--- config.mk ---
export PLATFORM = sky130hd
export DESIGN_NAME = mips_retire_tracer
export DESIGN_NICKNAME = d
export VERILOG_FILES = /design/src/rtl/mips_trace_pkg.sv /design/src/rtl/mips_trace_fifo.sv /design/src/rtl/mips_retire_tracer.sv
export SDC_FILE = /design/constraint.sdc
export NUM_CORES = 2
export LEC_CHECK = 0
export CORE_UTILIZATION = 55
export CTS_CLUSTER_SIZE = 25
export DETAILED_ROUTE_END_ITERATION = 10
export PLACE_DENSITY = 0.75
export SLEW_MARGIN = 20
export SYNTH_ARGS = -nofsm -noshare
export SYNTH_HDL_FRONTEND = slang
export SYNTH_SLANG_ARGS = --single-unit
--- constraint.sdc ---
create_clock -name clk -period 18.6 [get_ports clk]
set_input_delay 4.65 -clock clk [delete_from_list [all_inputs] [get_ports clk]]
set_output_delay 4.65 -clock clk [all_outputs]
set_load 0.01 [all_outputs]
--- src/rtl/mips_trace_pkg.sv ---
// ============================================================================
// Module : mips_trace_pkg
// Brief  : Opcode/funct constants, retire class codes and the class decoder
//          shared by the MIPS retire-trace monitor.
// Rev    : 1.0  initial release
// ============================================================================
`default_nettype none

package mips_trace_pkg;

  localparam logic [5:0] OP_RTYPE = 6'd0;
  localparam logic [5:0] OP_J     = 6'd2;
  localparam logic [5:0] OP_BEQ   = 6'd4;
  localparam logic [5:0] OP_ADDIU = 6'd9;
  localparam logic [5:0] OP_MADDU = 6'd28;
  localparam logic [5:0] OP_LW    = 6'd35;
  localparam logic [5:0] OP_SW    = 6'd43;

  localparam logic [5:0] FN_NOP   = 6'd0;
  localparam logic [5:0] FN_SRL   = 6'd2;
  localparam logic [5:0] FN_MFHI  = 6'd16;
  localparam logic [5:0] FN_MFLO  = 6'd18;
  localparam logic [5:0] FN_MULTU = 6'd25;
  localparam logic [5:0] FN_ADD   = 6'd32;
  localparam logic [5:0] FN_SUB   = 6'd34;
  localparam logic [5:0] FN_AND   = 6'd36;
  localparam logic [5:0] FN_OR    = 6'd37;
  localparam logic [5:0] FN_SLT   = 6'd42;

  localparam logic [4:0] CLS_UNKNOWN = 5'd0;
  localparam logic [4:0] CLS_ADD     = 5'd1;
  localparam logic [4:0] CLS_SUB     = 5'd2;
  localparam logic [4:0] CLS_AND     = 5'd3;
  localparam logic [4:0] CLS_OR      = 5'd4;
  localparam logic [4:0] CLS_SRL     = 5'd5;
  localparam logic [4:0] CLS_NOP     = 5'd6;
  localparam logic [4:0] CLS_SLT     = 5'd7;
  localparam logic [4:0] CLS_MULTU   = 5'd8;
  localparam logic [4:0] CLS_MFHI    = 5'd9;
  localparam logic [4:0] CLS_MFLO    = 5'd10;
  localparam logic [4:0] CLS_ADDIU   = 5'd11;
  localparam logic [4:0] CLS_MADDU   = 5'd12;
  localparam logic [4:0] CLS_LW      = 5'd13;
  localparam logic [4:0] CLS_SW      = 5'd14;
  localparam logic [4:0] CLS_BEQ     = 5'd15;
  localparam logic [4:0] CLS_J       = 5'd16;

  localparam int NUM_CLASSES = 17;

  function automatic logic [4:0] decode_class(input logic [31:0] instr);
    logic [5:0] op;
    logic [5:0] fn;
    logic [4:0] cls;
    op  = instr[31:26];
    fn  = instr[5:0];
    cls = CLS_UNKNOWN;
    if (op == OP_RTYPE) begin
      case (fn)
        FN_ADD:   cls = CLS_ADD;
        FN_SUB:   cls = CLS_SUB;
        FN_AND:   cls = CLS_AND;
        FN_OR:    cls = CLS_OR;
        FN_SRL:   cls = CLS_SRL;
        FN_NOP:   cls = CLS_NOP;
        FN_SLT:   cls = CLS_SLT;
        FN_MULTU: cls = CLS_MULTU;
        FN_MFHI:  cls = CLS_MFHI;
        FN_MFLO:  cls = CLS_MFLO;
        default:  cls = CLS_UNKNOWN;
      endcase
    end else begin
      case (op)
        OP_ADDIU: cls = CLS_ADDIU;
        OP_MADDU: cls = CLS_MADDU;
        OP_LW:    cls = CLS_LW;
        OP_SW:    cls = CLS_SW;
        OP_BEQ:   cls = CLS_BEQ;
        OP_J:     cls = CLS_J;
        default:  cls = CLS_UNKNOWN;
      endcase
    end
    return cls;
  endfunction

endpackage

`default_nettype wire

--- src/rtl/mips_trace_fifo.sv ---
// ============================================================================
// Module : mips_trace_fifo
// Brief  : Synchronous first-word-fall-through FIFO; head reads as zero when
//          empty so downstream fields are quiet without a valid record.
// Rev    : 1.0  initial release
// ============================================================================
`default_nettype none

module mips_trace_fifo #(
  parameter int WIDTH = 8,
  parameter int DEPTH = 16
) (
  input  logic             clk,
  input  logic             rst,
  input  logic             i_clr,
  input  logic             i_push,
  input  logic [WIDTH-1:0] i_data,
  input  logic             i_pop,
  output logic [WIDTH-1:0] o_data,
  output logic             o_full,
  output logic             o_empty
);

  localparam int AW = $clog2(DEPTH);
  localparam logic [AW:0] c_DEPTH = (AW+1)'(DEPTH);
  localparam logic [AW:0] c_ZERO  = '0;

  logic [WIDTH-1:0] r_mem [DEPTH];
  logic [AW-1:0]    r_wr_ptr;
  logic [AW-1:0]    r_rd_ptr;
  logic [AW:0]      r_count;
  logic             w_do_push;
  logic             w_do_pop;

  assign o_full    = (r_count == c_DEPTH);
  assign o_empty   = (r_count == c_ZERO);
  assign w_do_pop  = i_pop & ~o_empty;
  // A pop in the same cycle frees the slot a push into a full FIFO needs.
  assign w_do_push = i_push & (~o_full | w_do_pop);
  assign o_data    = o_empty ? '0 : r_mem[r_rd_ptr];

  always_ff @(posedge clk) begin
    if (w_do_push) begin
      r_mem[r_wr_ptr] <= i_data;
    end
  end

  always_ff @(posedge clk) begin
    if (rst || i_clr) begin
      r_wr_ptr <= '0;
      r_rd_ptr <= '0;
      r_count  <= '0;
    end else begin
      if (w_do_push) r_wr_ptr <= r_wr_ptr + 1'b1;
      if (w_do_pop)  r_rd_ptr <= r_rd_ptr + 1'b1;
      r_count <= r_count + {{AW{1'b0}}, w_do_push} - {{AW{1'b0}}, w_do_pop};
    end
  end

endmodule

`default_nettype wire

--- src/rtl/mips_retire_tracer.sv ---
// ============================================================================
// Module : mips_retire_tracer
// Brief  : Retire-trace monitor: classifies retired instructions, counts them
//          per class, stamps them with a cycle counter and queues trace records.
// Rev    : 1.0  initial release
// ============================================================================
`default_nettype none

module mips_retire_tracer
  import mips_trace_pkg::*;
#(
  parameter int ADDR_W = 32,
  parameter int DATA_W = 32,
  parameter int DEPTH  = 16,
  parameter int CNT_W  = 32
) (
  input  logic              clk,
  input  logic              rst,
  input  logic              enable,
  input  logic              clr,
  input  logic              retire_valid,
  input  logic [ADDR_W-1:0] retire_pc,
  input  logic [31:0]       retire_instr,
  input  logic [DATA_W-1:0] retire_wd,
  output logic              trace_valid,
  input  logic              trace_rdy,
  output logic [CNT_W-1:0]  trace_cycle,
  output logic [ADDR_W-1:0] trace_pc,
  output logic [4:0]        trace_class,
  output logic [DATA_W-1:0] trace_wd,
  output logic              overflow,
  output logic [CNT_W-1:0]  drop_count,
  input  logic [4:0]        cnt_sel,
  output logic [CNT_W-1:0]  cnt_value,
  output logic [CNT_W-1:0]  cycle_count
);

  localparam int REC_W = CNT_W + ADDR_W + 5 + DATA_W;
  localparam logic [CNT_W-1:0] c_ONE = CNT_W'(1);

  logic [CNT_W-1:0] r_cycle;
  logic [CNT_W-1:0] r_cnt      [NUM_CLASSES];
  logic [CNT_W-1:0] w_cnt_next [NUM_CLASSES];
  logic [CNT_W-1:0] r_cnt_value;
  logic [CNT_W-1:0] r_drop;
  logic             r_overflow;
  logic [4:0]       w_class;
  logic             w_capture;
  logic             w_pop;
  logic             w_full;
  logic             w_empty;
  logic             w_drop;
  logic             w_push;
  logic [REC_W-1:0] w_head;

  assign w_class   = decode_class(retire_instr);
  assign w_capture = retire_valid & enable & ~clr & ~rst;
  assign w_pop     = trace_valid & trace_rdy;
  assign w_drop    = w_capture & w_full & ~w_pop;
  assign w_push    = w_capture & ~w_drop;

  mips_trace_fifo #(
    .WIDTH (REC_W),
    .DEPTH (DEPTH)
  ) u_fifo (
    .clk     (clk),
    .rst     (rst),
    .i_clr   (clr),
    .i_push  (w_push),
    .i_data  ({r_cycle, retire_pc, w_class, retire_wd}),
    .i_pop   (w_pop),
    .o_data  (w_head),
    .o_full  (w_full),
    .o_empty (w_empty)
  );

  assign trace_valid = ~w_empty;
  assign {trace_cycle, trace_pc, trace_class, trace_wd} = w_head;

  // Free-running; clr deliberately leaves it alone so stamps stay monotonic.
  always_ff @(posedge clk) begin
    if (rst) r_cycle <= '0;
    else     r_cycle <= r_cycle + c_ONE;
  end

  // Class counters count every captured retire, dropped or not.
  always_comb begin
    w_cnt_next = r_cnt;
    if (w_capture && (r_cnt[w_class] != '1)) begin
      w_cnt_next[w_class] = r_cnt[w_class] + c_ONE;
    end
  end

  always_ff @(posedge clk) begin
    if (rst || clr) begin
      for (int i = 0; i < NUM_CLASSES; i++) r_cnt[i] <= '0;
      r_cnt_value <= '0;
      r_drop      <= '0;
      r_overflow  <= 1'b0;
    end else begin
      r_cnt <= w_cnt_next;
      // Read the post-edge value so a retire shows up in the very next cycle.
      r_cnt_value <= (cnt_sel < 5'(NUM_CLASSES)) ? w_cnt_next[cnt_sel] : '0;
      if (w_drop) begin
        r_overflow <= 1'b1;
        if (r_drop != '1) r_drop <= r_drop + c_ONE;
      end
    end
  end

  assign cycle_count = r_cycle;
  assign cnt_value   = r_cnt_value;
  assign drop_count  = r_drop;
  assign overflow    = r_overflow;

endmodule

`default_nettype wire
==> metrics.txt <==
grt ovf 0; Max-slew headroom a little over a tenth; setup bufs post-CTS 0; Rows between 150 and 200; flop2flop setup slack roughly 12000 ps; crit end category flip-flop; I/O pins roughly 310; CTS tree done; Port Buffers around 290; largest net degree at the start of global routing 235; hold path cells 2; Die Wd about 420 um; post-synthesis cell type count 93; initial antenna violation count 13; detailed placement HPWL 155 mm; post-route minimum period roughly 14000 ps; area growth from synthesis to layout 13.6%; Worst path max stage delay 810 ps; Wirelength per Cell 32.5 um; clk_lat worst skew 890 ps; Synth Flop Type edfxtp_1; Avg Vias per Cell 6.80; share of layout cells above drive strength 1 a little under a fifth; fin. max-slew vios 0; GRT Util Overall 33.1%; worst r2r path cells 17; CP max-delay cell and3_1; clock skew between 80 and 90 ps; crit-path max FO 28; syn_nets approximately 6500; Initial Util a little under three fifths; Hold Startpoint overflow; Mapped Area around 0.096 sq mm; CP dominant cell by count buf_4; die height between 400 and 500 um; DRC Markers 0; post-synth top area cell edfxtp_1; Final Util 63.2%; Post-Syn Area per Cell about 15 sq um; first-pass GRT wire length ~420 mm; asr flop ratio synth 0%; H-tree depth 4; Num Clock Sinks approximately 2300; Synth top area share 50.6%; Leak about 0.034 uW; Core Region about 0.17 sq mm; EDFF count, synth about 1600; hold endpoint overflow; top post-synthesis cells by area edfxtp_1 51%, mux4_2 14%, dfxtp_1 14%; post-cts sizing count 0; Crit Path Class in2reg; CTS Buf Count roughly 220; CTS root buffer clkbuf_16; CP required between 15000 and 20000 ps; first-pass iteration count of the detailed router 8; Clock transition at path regs 60 ps; synth warn 0; WP buf/inv 9; Worst Setup Start Kind input port; Worst Tran Pin Value roughly 1300 ps; Post-CTS Hold Buffers 0; detailed-route via count approximately 60000; type of the worst min-delay path reg2reg; Peak VDD IR about 0.00016 V; vias in the first global route 61412; worst reg2reg path startpoint r_cnt[359]; final hold violation count 0; WL final about 290 mm; drt initial violations ~8600; period utilization 74.5%; post-route setup TNS 0 ps; die area 0.176 sq mm; # Max-Cap Violations 0; Max Clk Rate between 70 and 80 MHz; Total Nets Final ~6700; RSZ-0062 raised after global routing false; register area share after synthesis ~64%; outcome completed; worst r2r dst cnt_value[22]; Worst EP arrival ~14000 ps; Antenna Nets Post-Route 0; CP delay by family, top buffers and inverters; Cells after Synth 6345; Max Root-Sink Buffers 3; pwr/cell area approximately 110 mW/mm^2; GP Congestion 0.984; #FFs+latches synth roughly 2300; setup violators final 0
stage by stage:
stage	worst slack (ps)	hold slack [ps]	total power, uW	instance area [sq um]	cells
floorplan	4810	441	6330	95800	6345
global placement	4280	438	7010	101000	8620
detailed placement	4410	443	7030	101000	8620
CTS	5260	454	11500	109000	9025
global route	4790	482	11800	109000	9032
finish	4750	448	11500	109000	9042
flip-flops by register name (all words and copies together), names as in the netlist, named ones only:
name             cells
drop_count          32
r_cnt              544
cnt_value           32
cycle_count         32
overflow             1
u_fifo.r_mem      1616
u_fifo.r_wr_ptr      4
u_fifo.r_count       5
u_fifo.r_rd_ptr      4
area by class of cell:
type | instances | area, sq um
flip-flops and latches | 2274 | 61700
well taps | 2310 | 2890
multi-input cells | 3527 | 32400
repair buffers | 462 | 4330
clock inverters | 139 | 1490
inverters | 48 | 185
fillers | 11906 | 63400
clock buffers | 266 | 5880
diodes | 16 | 40.0
layer usage:
| metal | vias up | track usage, % | part of all wire (%) |
|---|---|---|---|
| met4 | 12 | 18.5 | 6.2 |
| met3 | 1009 | 7.51 | 10 |
| li1 | 25001 | - | - |
| met1 | 31285 | 41.4 | 35 |
| met5 | - | 0 | 0.027 |
| met2 | 4193 | 53.6 | 48 |
worst min-delay path: stages (launching register included):
cell	delay, ps
dfxtp_1	310
nand2_1	50
nand2_1	40
synth_stat cells (16+ instances only):
master	count
buf_4	36
or4_1	17
nand3_1	122
nor2_1	686
nand2_1	294
dfxtp_1	658
inv_1	45
and3_1	40
or3_1	26
buf_1	82
a31oi_1	28
and2_1	162
o211ai_1	44
xnor2_1	32
nor4_1	20
edfxtp_1	1616
o22ai_1	104
a21oi_1	195
a211oi_1	50
xor2_1	57
buf_2	53
mux2_2	44
o2111ai_1	17
mux2i_1	447
o21ai_0	123
clkbuf_1	320
a22oi_1	18
nand4_1	33
nor3_1	68
mux4_2	595
a2111oi_0	16
layout by cell type (no fill, tap or decap), types with 40 or more instances in the layout:
master           count
inv_1               43
clkdlybuf4s50_1    281
a21oi_1            187
clkinv_1            45
mux2i_1            447
nor2_1             672
and3_1              40
buf_4              166
nand2_1            291
dfxtp_1            654
mux2_2              44
clkinv_2            41
o21ai_0            121
o211ai_1            44
o22ai_1            104
a211oi_1            47
and2_1             162
nor3_1              58
edfxtp_1          1616
xor2_1              50
clkbuf_16          225
nand3_1            122
mux4_2             595
kinds of logic after synthesis:
logic type	count (synthesis)	share of synthesized area [%]
adders and majority gates	15	0.204
and+or+nand+nor	1553	7.55
buffers and inverters	544	2.38
DFF	2274	64.4
xor gates and xnor gates	92	0.876
AOI/OAI and AO/OA	781	5.45
muxes	1086	19.2
report_power, final:
group / total (uW) / leakage, uW / switching, uW / internal (uW)
clock: 4570 / 0.00358 / 2000 / 2570
sequential: 5430 / 0.0199 / 17.4 / 5410
combinational: 1520 / 0.0102 / 835 / 682
total: 11500 / 0.0337 / 2850 / 8660
worst max-delay path by stage:
stage / start / slack, ps / cells after the start / endpoint
after global routing: retire_instr[5] / 4790 / 26 / cnt_value[22]
after CTS: retire_instr[5] / 5260 / 26 / cnt_value[22]
after detailed placement: retire_instr[5] / 4410 / 26 / cnt_value[22]
after floorplan: rst / 4810 / 7 / u_fifo.r_mem[3][0]
final: retire_instr[5] / 4750 / 26 / cnt_value[22]
after global placement: retire_instr[5] / 4280 / 21 / cnt_value[27]
Power figures use the tool's default switching activity.
